File: src/rtl/fetch_pkg.sv
// Shared types for the instruction fetch stage.
// Holds the fetch FSM encoding and counter sizing helper.
package fetch_pkg;

  typedef enum logic [1:0] {
    IDLE  = 2'd0,
    RUN   = 2'd1,
    FLUSH = 2'd2
  } fetch_state_e;

  function automatic int cnt_w(input int depth);
    return $clog2(depth + 1);
  endfunction

endpackage

File: src/rtl/fetch_fifo.sv
// Prefetch FIFO between the instruction bus and DECODE.
// Synchronous clear drops every entry in one cycle.
module fetch_fifo
  import fetch_pkg::*;
#(
  parameter int WIDTH = 32,
  parameter int DEPTH = 4,
  parameter int CNT_W = 3
) (
  input  logic             clk_i,
  input  logic             rst_i,
  input  logic             clr_i,
  input  logic             push_i,
  input  logic             pop_i,
  input  logic [WIDTH-1:0] wdata_i,
  output logic [WIDTH-1:0] rdata_o,
  output logic             empty_o,
  output logic             full_o,
  output logic [CNT_W-1:0] count_o
);

  localparam int PTR_W = $clog2(DEPTH);
  localparam logic [CNT_W-1:0] FULL_C = CNT_W'(DEPTH);

  logic [WIDTH-1:0] mem_q [DEPTH];
  logic [PTR_W-1:0] wr_q;
  logic [PTR_W-1:0] rd_q;
  logic [CNT_W-1:0] cnt_q;
  logic             do_push;
  logic             do_pop;

  assign empty_o = (cnt_q == '0);
  assign full_o  = (cnt_q == FULL_C);
  assign count_o = cnt_q;
  assign rdata_o = mem_q[rd_q];

  assign do_pop  = pop_i && !empty_o;
  assign do_push = push_i && (!full_o || do_pop);

  always_ff @(posedge clk_i) begin
    if (do_push) begin
      mem_q[wr_q] <= wdata_i;
    end
  end

  always_ff @(posedge clk_i) begin
    if (rst_i || clr_i) begin
      wr_q  <= '0;
      rd_q  <= '0;
      cnt_q <= '0;
    end else begin
      if (do_push) begin
        wr_q <= wr_q + PTR_W'(1);
      end
      if (do_pop) begin
        rd_q <= rd_q + PTR_W'(1);
      end
      unique case ({do_push, do_pop})
        2'b10:   cnt_q <= cnt_q + CNT_W'(1);
        2'b01:   cnt_q <= cnt_q - CNT_W'(1);
        default: cnt_q <= cnt_q;
      endcase
    end
  end

endmodule

File: src/rtl/fetch_prefetch.sv
// Instruction fetch stage: pipelined Wishbone read master
// with credit-limited prefetch into a FIFO feeding DECODE.
module fetch_prefetch
  import fetch_pkg::*;
#(
  parameter int ADDR_W = 16,
  parameter int DATA_W = 16,
  parameter int DEPTH  = 4
) (
  input  logic              clk_i,
  input  logic              rst_i,
  output logic              wb_cyc_o,
  output logic              wb_stb_o,
  input  logic              wb_stall_i,
  output logic [ADDR_W-1:0] wb_addr_o,
  input  logic              wb_ack_i,
  input  logic [DATA_W-1:0] wb_data_i,
  output logic              dc_valid_o,
  input  logic              dc_ready_i,
  output logic [ADDR_W-1:0] dc_addr_o,
  output logic [DATA_W-1:0] dc_data_o,
  input  logic              dc_valid_i,
  input  logic [ADDR_W-1:0] dc_addr_i
);

  localparam int CNT_W = cnt_w(DEPTH);
  localparam int ENT_W = ADDR_W + DATA_W;
  localparam logic [CNT_W:0] LIMIT = (CNT_W+1)'(DEPTH);

  fetch_state_e      state_q;
  fetch_state_e      state_d;
  logic              load;
  logic [ADDR_W-1:0] req_q;
  logic [ADDR_W-1:0] ack_q;
  logic [CNT_W-1:0]  outst_q;
  logic [CNT_W-1:0]  fifo_cnt;
  logic [CNT_W:0]    inflight;
  logic              stb;
  logic              cyc;
  logic              issue;
  logic              ack_ok;
  logic              push;
  logic              pop;
  logic              empty;
  logic              full;
  logic [ENT_W-1:0]  head;

  always_ff @(posedge clk_i) begin
    if (rst_i) begin
      state_q <= IDLE;
    end else begin
      state_q <= state_d;
    end
  end

  always_comb begin
    state_d = state_q;
    load    = 1'b0;
    unique case (state_q)
      IDLE: begin
        if (dc_valid_i) begin
          state_d = RUN;
          load    = 1'b1;
        end
      end
      RUN: begin
        if (dc_valid_i) begin
          state_d = FLUSH;
          load    = 1'b1;
        end
      end
      FLUSH: begin
        load    = dc_valid_i;
        state_d = dc_valid_i ? FLUSH : RUN;
      end
      default: state_d = IDLE;
    endcase
  end

  // Words buffered plus words still on the bus never exceed DEPTH,
  // so an ack always finds room in the FIFO.
  assign inflight = {1'b0, fifo_cnt} + {1'b0, outst_q};
  assign stb      = (state_q == RUN) && (inflight < LIMIT);
  assign cyc      = stb || (outst_q != '0);
  assign issue    = stb && !wb_stall_i;
  assign ack_ok   = cyc && wb_ack_i;

  assign pop  = !empty && dc_ready_i && !load;
  assign push = ack_ok && !load && (!full || pop);

  always_ff @(posedge clk_i) begin
    if (rst_i) begin
      req_q   <= '0;
      ack_q   <= '0;
      outst_q <= '0;
    end else if (load) begin
      req_q   <= dc_addr_i;
      ack_q   <= dc_addr_i;
      outst_q <= '0;
    end else begin
      if (issue) begin
        req_q <= req_q + ADDR_W'(1);
      end
      if (ack_ok) begin
        ack_q <= ack_q + ADDR_W'(1);
      end
      unique case ({issue, ack_ok})
        2'b10:   outst_q <= outst_q + CNT_W'(1);
        2'b01:   outst_q <= outst_q - CNT_W'(1);
        default: outst_q <= outst_q;
      endcase
    end
  end

  fetch_fifo #(
    .WIDTH (ENT_W),
    .DEPTH (DEPTH),
    .CNT_W (CNT_W)
  ) u_fifo (
    .clk_i   (clk_i),
    .rst_i   (rst_i),
    .clr_i   (load),
    .push_i  (push),
    .pop_i   (pop),
    .wdata_i ({ack_q, wb_data_i}),
    .rdata_o (head),
    .empty_o (empty),
    .full_o  (full),
    .count_o (fifo_cnt)
  );

  assign wb_cyc_o   = cyc;
  assign wb_stb_o   = stb;
  assign wb_addr_o  = req_q;
  assign dc_valid_o = !empty;
  // Hide stale RAM contents when nothing is presented.
  assign {dc_addr_o, dc_data_o} = empty ? '0 : head;

endmodule

File: config.mk
export PLATFORM = sky130hd
export DESIGN_NAME = fetch_prefetch
export DESIGN_NICKNAME = d
export VERILOG_FILES = /design/src/rtl/fetch_pkg.sv /design/src/rtl/fetch_fifo.sv /design/src/rtl/fetch_prefetch.sv
export SDC_FILE = /design/constraint.sdc
export NUM_CORES = 1
export LEC_CHECK = 0
export ABC_AREA = 1
export CAP_MARGIN = 5
export CORE_UTILIZATION = 45
export CTS_CLUSTER_DIAMETER = 150
export DETAILED_ROUTE_END_ITERATION = 16
export PLACE_DENSITY = 0.79
export SETUP_SLACK_MARGIN = 0.5
export SLEW_MARGIN = 20
export SYNTH_ARGS = -nofsm -noshare
export SYNTH_HDL_FRONTEND = slang
export SYNTH_HIERARCHICAL = 1
export SYNTH_SLANG_ARGS = --single-unit
File: constraint.sdc
create_clock -name clk_i -period 3.25 [get_ports clk_i]
set_clock_uncertainty 0.2 [all_clocks]
set_input_delay 0.4875 -clock clk_i [delete_from_list [all_inputs] [get_ports clk_i]]
set_output_delay 0.4875 -clock clk_i [all_outputs]
set_load 0.02 [all_outputs]
==> results.md, run 1 <==
- Critical path launch point type: register
- DIE AREA: 0.0185 mm²
- Power Density: 506 mW/mm²
- Int Power: 3730 µW
- Layout cells sized above 1: 12.5%
- Syn Inst Count: 841
- Setup tns final: 0 ns
- Final worst path period share: 81.1%
- Via count: 6143
- CTS Buf Count: 17
- Synth Area in Simple Gates: 18.4%
- CP required: 2.56 ns
- Clock sinks: 174
- R2R Setup Slk: 0.72 ns
- Max Slew Vio Count: 0
- Critical path, cell by cell: inv_2 > buf_6 > o21ai_0 > o22ai_1 > inv_1 > nor2_1 > dlygate4sd2_1
- Seq/Total Area, Yosys: 58.9%
- Top-Level Pins: 89
- Die Span Y: 136 µm
- Wire length of the first global-routing pass: 28.5 mm
- Area leader, netlist: edfxtp_1
- GRT overflow: 0
- Power share of the clock group: 39.9%
- GP Congestion: 0.887
- CP peak stage delay: 0.38 ns
- Reg clk slew, reported paths: 0.07 ns
- TritonCTS clock tree: done
- Total power: 4990 µW
- Clock H-tree levels: 4
- Leakage: 0.00383 µW
- Seq cells post-synth: 174
- WL/cell: 15.3 µm
- HP Class: register to register
- Fmax: 379 MHz
- CP delay by family, top: buffers and inverters
- Crit-path slowest cell: dfxtp_4
- Yosys synthesis warning count: 6
- Largest net degree at the start of global routing: 41
- Mean post-synth cell area: 9.62 µm²
- Nets: 983
- CTS max path bufs: 2
- Synth Area in Compound Gates: 13.4%
- Flop pwr share: 50.7%
- Post-synthesis async set-or-reset flop share: 0%
- Status: complete, no violations
- Synth Area in Adders: 1.89%
- CP endpoint kind: output pin
- Final worst path period need: 2.64 ns
- Reg area: 0.00477 mm²
- Row cnt: 48
- Mux share of post-synthesis cell area: 0%
- Initial Util: 46.4%
- CP max FO: 24
- Critical path data arrival time: 1.95 ns
- Worst setup path endpoint: dc_data_o[10]
- Fillers: 1462
- Vias/cell: 5.24
- Multi-input gate area: 0.00276 mm²
- Most common cell in the netlist: nor2_1
- CP Buf/Inv Count: 4
- Syn_nets: 890
- Top_reg_cell synth: edfxtp_1
- WL final: 18.0 mm
- Max-slew headroom: 59.7%
- Core area: 0.0174 mm²
- Kind of critical path: register to output pin
- Skew-Pair Late Insertion Delay: 0.44 ns
- Psw: 1260 µW
- Core Util, Final: 56.5%
- Commonest cells post-synth: nor2_1, edfxtp_1, inv_1
- Synth Cell Area: 0.00809 mm²
- Antenna cells: 0
- Root buf cell: clkbuf_16
- Synth top area share: 47.5%
- Distinct cells, synth: 41
- Sw frac: 25.2%
- DR iter-0 viols: 463
- TritonRoute pass-1 iters: 5
- Combinational share of power: 9.3%
- Top post-synthesis cells by area: edfxtp_1, dfxtp_1, nor2_1, o21ai_0, inv_1
- Worst R2R Start: outst_q[2]
- RR Endpoint: u_fifo/mem_q[1][20]
- Final setup viols: 0
- Final ANT Viol Nets: 0
- Largest family of logic cells by synthesized area: simple AND/OR/NAND/NOR gates
- Max cap viols: 0
- Area Overhead vs Synth: 21.8%
- Synth Area in XOR/XNOR: 0.325%
- Final hold viol count: 0
- Number of enable flip-flop cells after synthesis: 128
- HPWL reported at the end of detailed placement: 11.2 mm
- GR Util All Layers: 20.1%
- RSZ-0062 raised after global routing: false
- DR DRC count: 0
- Port buffer count: 88
- Cell depth of the worst setup path: 7
- Worst-Margin Slew: 0.604 ns
- Max IR drop VDD: 0.402 mV
- Vias in the first global route: 5746
- R2R depth: 10
- Initial antenna violation count: 0
- Die X: 136 µm
placed cells by master, fill, tap and decap left out, types with 4 or more instances in the layout:
cell type	Yosys	layout
o21ai_2	9	9
clkbuf_16	0	17
dlygate4sd2_1	0	32
clkdlybuf4s50_1	0	54
inv_2	6	6
buf_4	5	11
nand3_2	5	5
inv_8	0	5
dfxtp_1	46	44
nor3_1	5	5
nand3_1	48	48
inv_6	0	4
nand2_1	85	85
nand4_1	7	7
edfxtp_1	128	128
a21oi_1	25	25
nor2_2	10	14
o21ai_1	18	18
o21ai_0	80	80
ha_1	9	9
buf_12	1	6
nor2_1	161	157
inv_1	89	89
nand2_2	10	9
a21oi_2	10	10
o22ai_1	32	32
routing by layer:
metal	vias to the layer above	GRT usage (%)	wire [µm]
li1	3052	-	-
met1	2887	26.0	7940
met2	189	33.9	8810
met3	15	4.06	1040
met4	0	5.93	182
met5	-	0	0
what timing repair did:
action                     4_1_cts  5_1_grt
buffers inserted                 0        3
setup endpoints to repair       34       15
pin swaps                        0        1
hold buffers                     0        0
gates cloned                     1        0
gates resized for setup         40        7
how the worst min path moves through the flow:
stage	end	cells past startpoint	slack (ns)	from
6_report	u_fifo/rd_q[1]	2	0.27	u_fifo/rd_q[1]
5_1_grt	u_fifo/rd_q[0]	1	0.30	u_fifo/rd_q[0]
4_1_cts	u_fifo/rd_q[0]	1	0.27	u_fifo/rd_q[0]
3_5_place_dp	u_fifo/rd_q[0]	1	0.26	u_fifo/rd_q[0]
3_3_place_gp	u_fifo/rd_q[1]	2	0.25	u_fifo/rd_q[1]
2_1_floorplan	register	2	0.24	u_fifo/rd_q[1]
per-stage QoR:
stage / hold slack (ns) / worst slack (ns) / cell area (µm²) / instances
after global routing: 0.299 / 0.510 / 9850 / 1172
final: 0.275 / 0.613 / 9850 / 1172
after global placement: 0.254 / 0.611 / 9230 / 1136
after CTS: 0.273 / 0.560 / 9820 / 1169
after floorplan: 0.236 / 0.175 / 8100 / 841
after detailed placement: 0.260 / 0.534 / 9230 / 1136
flip-flops by register name (all words and copies together), names as in the netlist, named ones only:
signal	flops
u_fifo/wr_q	2
wb_addr_o	16
u_fifo/count_o	3
state_q	2
u_fifo/rd_q	2
ack_q	16
u_fifo/mem_q	128
outst_q	3
power groups by stage:
stage / logic (µW) / registers, µW / clock network [µW]
floorplan: 285 / 2570 / 0
global placement: 462 / 2570 / 0
detailed placement: 470 / 2580 / 0
CTS: 462 / 2530 / 2010
global route: 512 / 2540 / 2120
finish: 465 / 2530 / 1990
worst register-to-register path: stages (launching register included):
cell      delay (ns)
dfxtp_1         0.33
ha_1            0.29
nor2_1          0.11
nand2_2         0.11
o21bai_4        0.18
nand3_2         0.12
a21oi_1         0.20
buf_4           0.17
o21ai_4         0.10
nor2_2          0.15
buf_12          0.23
area by class of cell:
type / instances / share of cell area [%]
sequential: 174 / 48.4
multi-input combinational: 536 / 28.0
timing repair buffer: 109 / 11.2
clock buffer: 18 / 4.36
inverter: 96 / 3.69
tap: 225 / 2.86
clock inverter: 14 / 1.47
logic make-up (layout without fill, tap and decap cells):
group	after synthesis	in the layout
flip-flops	174	174
AO/OA/AOI/OAI	184	184
XOR/XNOR	3	3
AND/OR/NAND/NOR	338	338
adder cells (fa/ha/maj)	11	11
buffers and inverters	131	237
No activity file was read; power rests on OpenSTA's default activity.
==> run 2: changes to the inputs <==
- PLACE_DENSITY: 0.79 -> 0.76
- clock period: 3.25 -> 2.48 ns (I/O delays scaled with it)
==> run 2 against run 1 <==
Compared with the run above: total power up 35%; die area unchanged; flip-flop and latch count unchanged; clock-buffer cell count down 1; clock power up 27%; global-route usage up 2.1 points; cell count up 6.7%; first-iteration DRC count up 9.3%; critical endpoint is now dc_addr_o[5].
==> results.md, run 2 (same netlist as run 1, synthesis figures left out) <==
- Max reg flops: 128 (unchanged)
- Flop pwr share: 49.4% (-1.3 points)
- CP peak stage delay: 0.41 ns (+0.03 ns)
- Area Overhead vs Synth: 42.8%
- Psw: 1780 µW (+41%)
- Clock H-tree levels: 4 (unchanged)
- CTS Buf Count: 17 (unchanged)
- GP Congestion: 0.876 (-1.3%)
- Most frequent cells in the layout: nor2_1, edfxtp_1, nand2_1
- Commonest non-fill, non-tap cell in the layout: nor2_1
- Max IR drop VDD: 0.566 mV (+41%)
- Status: complete, no violations
- Antenna cells: 0 (unchanged)
- Largest net degree at the start of global routing: 33 (-20%)
- Critical path data arrival time: 1.82 ns (-0.13 ns)
- Kind of critical path: register to output pin
- Largest Register: u_fifo/mem_q
- WL/cell: 17.8 µm (+16%)
- Port buffer count: 88 (unchanged)
- TritonRoute pass-1 iters: 5 (unchanged)
- HP Class: register to register
- Combinational share of power: 13.0% (+3.7 points)
- Layout cells sized above 1: 32.4% (+20 points)
- Worst-Margin Slew: 0.383 ns (-0.221 ns)
- Total power: 6720 µW (+35%)
- Core area: 0.0174 mm² (unchanged)
- R2R Setup Slk: 0.09 ns (-0.63 ns)
- Die X: 136 µm (unchanged)
- Skew-Pair Late Insertion Delay: 0.44 ns (about the same)
- RSZ-0062 raised after global routing: true
- Core Util, Final: 66.3% (+9.8 points)
- Setup tns final: 0 ns (unchanged)
- Final worst path period share: 96.6%
- Power Density: 582 mW/mm² (+15%)
- Die Span Y: 136 µm (unchanged)
- TritonCTS clock tree: done
- Power share of the clock group: 37.6% (-2.3 points)
- Critical path, cell by cell: inv_8 > buf_12 > o21ai_0 > o22ai_1 > inv_1 > nor2_2 > buf_4
- DIE AREA: 0.0185 mm² (unchanged)
- Wire length of the first global-routing pass: 31.2 mm (+9.4%)
- Via count: 6771 (+10%)
- Sw frac: 26.5% (+1.2 points)
- Max-slew headroom: 74.4% (+15 points)
- Vias in the first global route: 6146 (+7.0%)
- Crit-path slowest cell: dfxtp_4
- Int Power: 4940 µW (+32%)
- Max cap viols: 0 (unchanged)
- DR iter-0 viols: 506 (+9.3%)
- Nets: 1061 (+7.9%)
- Critical path launch point type: register
- WL final: 22.3 mm (+24%)
- CTS Hold Bufs: 0 (unchanged)
- GRT overflow: 0 (unchanged)
- Leakage: 0.00468 µW (+22%)
- CP max FO: 16 (-33%)
- CTS max path bufs: 2 (unchanged)
- Max Slew Vio Count: 0 (unchanged)
- Clock sinks: 174 (unchanged)
- Fmax: 417 MHz
- HPWL reported at the end of detailed placement: 11.7 mm (+4.5%)
- Initial Util: 46.4% (unchanged)
- Final setup viols: 0 (unchanged)
- Reg clk slew, reported paths: 0.07 ns (about the same)
- CP Buf/Inv Count: 4 (unchanged)
- Row cnt: 48 (unchanged)
- CP delay by family, top: buffers and inverters
- Root buf cell: clkbuf_16
- Vias/cell: 5.42 (+3.3%)
- CP required: 1.91 ns (-0.65 ns)
- GR Util All Layers: 22.2% (+2.1 points)
- Final Cell Area: 0.0115 mm² (+17%)
- CP endpoint kind: output pin
- Initial antenna violation count: 0 (unchanged)
- Post-DP Area: 0.00947 mm² (+2.6%)
- DR DRC count: 0 (unchanged)
- Final hold viol count: 0 (unchanged)
- Final ANT Viol Nets: 0 (unchanged)
- Top-Level Pins: 89 (unchanged)
- Final worst path period need: 2.40 ns
- Fillers: 1264 (-14%)
-- run 2: power groups by stage --
| stage | sequential [µW] | combinational (µW) | clock, µW |
|---|---|---|---|
| 2_1_floorplan | 3370 | 387 | 0 |
| 3_3_place_gp | 3370 | 642 | 0 |
| 3_5_place_dp | 3370 | 651 | 0 |
| 4_1_cts | 3310 | 738 | 2540 |
| 5_1_grt | 3330 | 940 | 2660 |
| 6_report | 3320 | 875 | 2520 |
-- run 2: worst paths after layout --
check | from | endpoint | depth (start not counted)
hold / removal | u_fifo/rd_q[0] | register | 1
hold reg to reg | u_fifo/rd_q[0] | register | 1
setup / recovery | register | dc_addr_o[5] | 7
setup reg to reg | outst_q[2] | u_fifo/mem_q[3][2] | 11
-- run 2: layout make-up --
type / instances / area (µm²) / area share, %
timing repair buffer: 185 / 2190 / 19.0
inverter: 96 / 408 / 3.53
tap: 225 / 282 / 2.44
multi-input combinational: 538 / 3330 / 28.8
clock buffer: 17 / 425 / 3.68
clock inverter: 15 / 128 / 1.11
sequential: 174 / 4780 / 41.4
-- run 2: repair_timing --
| action | CTS | global route |
|---|---|---|
| hold endpoints to repair | 0 | 0 |
| setup endpoints to repair | 199 | 221 |
| gates resized for setup | 225 | 205 |
| cloned | 7 | 11 |
| setup buffers | 25 | 24 |
| pin swaps | 16 | 90 |
-- run 2: metrics by stage --
stage | hold slack (ns) | setup slack (ns) | instances
floorplan | 0.236 | -0.133 | 841
global placement | 0.251 | 0.0352 | 1151
detailed placement | 0.263 | -0.00511 | 1151
CTS | 0.270 | 0.0936 | 1215
global route | 0.303 | -0.0231 | 1250
finish | 0.286 | 0.0836 | 1250
-- run 2: routing by layer --
| metal | wire length [µm] | up-vias | global-route usage, % |
|---|---|---|---|
| li1 | - | 3215 | - |
| met1 | 9090 | 3286 | 27.9 |
| met2 | 11700 | 235 | 38.5 |
| met3 | 1030 | 35 | 3.17 |
| met4 | 439 | 0 | 8.52 |
| met5 | 0 | - | 0 |
==> run 3: changes to the inputs <==
- PLACE_DENSITY: 0.76 -> 0.79
- clock period: 2.48 -> 2.1 ns (I/O delays scaled with it)
==> run 3 against run 2 <==
Compared with the run above: the run now ends with setup timing left; first-iteration DRC count grew 34%; sequential share of layout area shrank 3.5 points; combinational power grew 38%; register-to-register slack lost 0.37 ns; setup slack lost 0.36 ns; clock power grew 31%; sequential power grew 18%; worst hold slack gained 0.00077 ns; cell count grew 3.1%; largest cell class unchanged; via count grew 8.1%.
==> results.md, run 3 (same netlist as run 1, synthesis figures left out) <==
- WHS Endpoint: ack_q[0]
- Die X: 136 µm (unchanged)
- Final worst slack: -0.279 ns (-0.363 ns)
- Reg clk slew, reported paths: 0.07 ns (about the same)
- Failing checks: setup timing
- Power Density: 666 mW/mm² (+14%)
- Leakage: 0.00484 µW (+3.5%)
- R2R Setup Slk: -0.28 ns (-0.37 ns)
- DIE AREA: 0.0185 mm² (unchanged)
- DR DRC count: 0 (unchanged)
- Hold path depth: 3 (+2)
- Skew-Pair Late Insertion Delay: 0.44 ns (about the same)
- Final worst path period share: 113%
- TritonRoute pass-1 iters: 14 (+9)
- TritonCTS clock tree: done
- Final ANT Viol Nets: 0 (unchanged)
- GP Congestion: 0.919 (+5.0%)
- Fmax: 420 MHz
- Die Span Y: 136 µm (unchanged)
- Critical path launch point type: register
- Met1 Resource Use GR: 29.4% (+1.5 points)
- DR iter-0 viols: 679 (+34%)
- CP max FO: 5 (-11)
- Status: complete, but fails checks
- Max-slew headroom: 69.1% (-5.4 points)
- M3 GR Usage: 4.51% (+1.3 points)
- Largest net degree at the start of global routing: 33 (unchanged)
- Wire length of the first global-routing pass: 33.7 mm (+7.9%)
- GRT overflow: 0 (unchanged)
- HP Class: input port to register
- WL/cell: 20.0 µm (+12%)
- Max IR drop VDD: 0.641 mV (+13%)
- Final hold viol count: 0 (unchanged)
- GR Util All Layers: 23.9% (+1.7 points)
- Worst-Margin Slew: 0.463 ns (+0.0804 ns)
- CTS max path bufs: 2 (unchanged)
- Final worst path period need: 2.38 ns
- Fillers: 1088 (-14%)
- Initial antenna violation count: 0 (unchanged)
- Core area: 0.0174 mm² (unchanged)
- Vias/cell: 5.68 (+4.9%)
- Worst hold margin: 0.287 ns (+0.000769 ns)
- CTS Hold Bufs: 0 (unchanged)
- CTS Buf Count: 17 (unchanged)
- CP required: 2.06 ns (+0.15 ns)
- R2R depth: 12 (+1)
- Final cell count without fillers: 1289 (+3.1%)
- Final setup viols: 167 (+167)
- Max Slew Vio Count: 0 (unchanged)
- Max reg flops: 128 (unchanged)
- Clock sinks: 174 (unchanged)
- Most Crowded Layer GR: met2
- Worst R2R Start: outst_q[2]
- RSZ-0062 raised after global routing: true
- Hold Path Origin: dc_addr_i[0]
- Kind of critical path: register to register
- Most frequent cells in the layout: edfxtp_1, nor2_1, nand2_1
- Initial Util: 46.4% (unchanged)
- Max cap viols: 0 (unchanged)
- Port buffer count: 88 (unchanged)
- Critical path, cell by cell: ha_4 > nor2_4 > nand2_2 > o21bai_4 > nand3_2 > a21oi_4 > buf_6 > o21ai_4 > nor2_4 > buf_6 > buf_12 > clkbuf_16
- RR Endpoint: u_fifo/mem_q[2][15]
- Root buf cell: clkbuf_16
- Top-Level Pins: 89 (unchanged)
- Met2 GRT Util: 41.0% (+2.5 points)
- CP endpoint kind: register
- Clock H-tree levels: 4 (unchanged)
- Commonest non-fill, non-tap cell in the layout: edfxtp_1
- Critical path data arrival time: 2.34 ns (+0.52 ns)
- Row cnt: 48 (unchanged)
- Dpl cells: 1179 (+2.4%)
- Antenna cells: 0 (unchanged)
- Crit-path slowest cell: dfxtp_2
- Largest Register: u_fifo/mem_q
- CP peak stage delay: 0.34 ns (-0.07 ns)
- Area Overhead vs Synth: 56.4%
- WL final: 25.8 mm (+16%)
- Via count: 7322 (+8.1%)
- HPWL reported at the end of detailed placement: 12.1 mm (+3.7%)
- Nets: 1100 (+3.7%)
- Vias in the first global route: 6563 (+6.8%)
- Layout cells sized above 1: 43.9% (+12 points)
run 3: cell count changes in the layout (fill, tap and decap cells not counted), sizes merged:
cell,delta
inv,-3
buf,+38
clkinv,+1
dlymetal6s2s,-16
bufinv,+3
clkdlybuf4s15,+1
clkbuf,+16
clkinvlp,-1
run 3: cell type report:
type                    instances  area, µm²  share of cell area [%]
repair buffers                224       2820                    22.3
well taps                     225        282                    2.23
flip-flops and latches        174       4800                    37.9
inverters                      96        413                    3.27
clock buffers                  17        425                    3.36
clock inverters                15        181                    1.43
multi-input cells             538       3730                    29.5
run 3: per-stage QoR:
stage	worst slack (ns)	power (µW)	util, %	area (µm²)	setup TNS [ns]
finish	-0.279	8420	72.6	12600	-35.90
global route	-0.357	8670	72.6	12600	-47.99
CTS	-0.239	8210	65.6	11400	-24.58
detailed placement	-0.331	4870	57.5	10000	-39.22
global placement	-0.297	4850	57.5	10000	-35.55
floorplan	-0.513	4500	-	8510	-64.75
run 3: per-layer routing:
| metal | wire [µm] | vias up |
|---|---|---|
| met2 | 13600 | 430 |
| met1 | 9410 | 3504 |
| li1 | - | 3309 |
| met3 | 1830 | 79 |
| met4 | 885 | 0 |
| met5 | 0 | - |
run 3: worst max-delay path by stage:
| stage | from | endpoint | slack, ns |
|---|---|---|---|
| final | outst_q[2] | u_fifo/mem_q[2][15] | -0.28 |
| after floorplan | outst_q[2] | u_fifo/mem_q[0][0] | -0.51 |
| after detailed placement | dc_valid_i | u_fifo/count_o[2] | -0.33 |
| after global placement | dc_valid_i | u_fifo/count_o[2] | -0.30 |
| after global routing | outst_q[2] | outst_q[1] | -0.36 |
| after CTS | register | dc_data_o[10] | -0.24 |
run 3: what timing repair did:
item,4_1_cts,5_1_grt
buffers inserted,32,22
gates resized for setup,276,280
cloned,10,14
endpoints found under the setup margin,223,223
pin swaps,22,76
run 3: report_power, final:
part,leakage [µW],internal [µW],switching [µW]
clock,0.000301,1890,1400
sequential,0.00155,3800,127
combinational,0.00299,577,629
total,0.00484,6270,2150
run 3: critical path, delay by kind of cell, from the launching register on:
family / cells / cell delay (ns)
AO/OA/AOI/OAI: 3 / 0.40
adder cells (fa/ha/maj): 1 / 0.24
buffers and inverters: 4 / 0.49
flip-flops: 1 / 0.34
AND/OR/NAND/NOR: 4 / 0.42
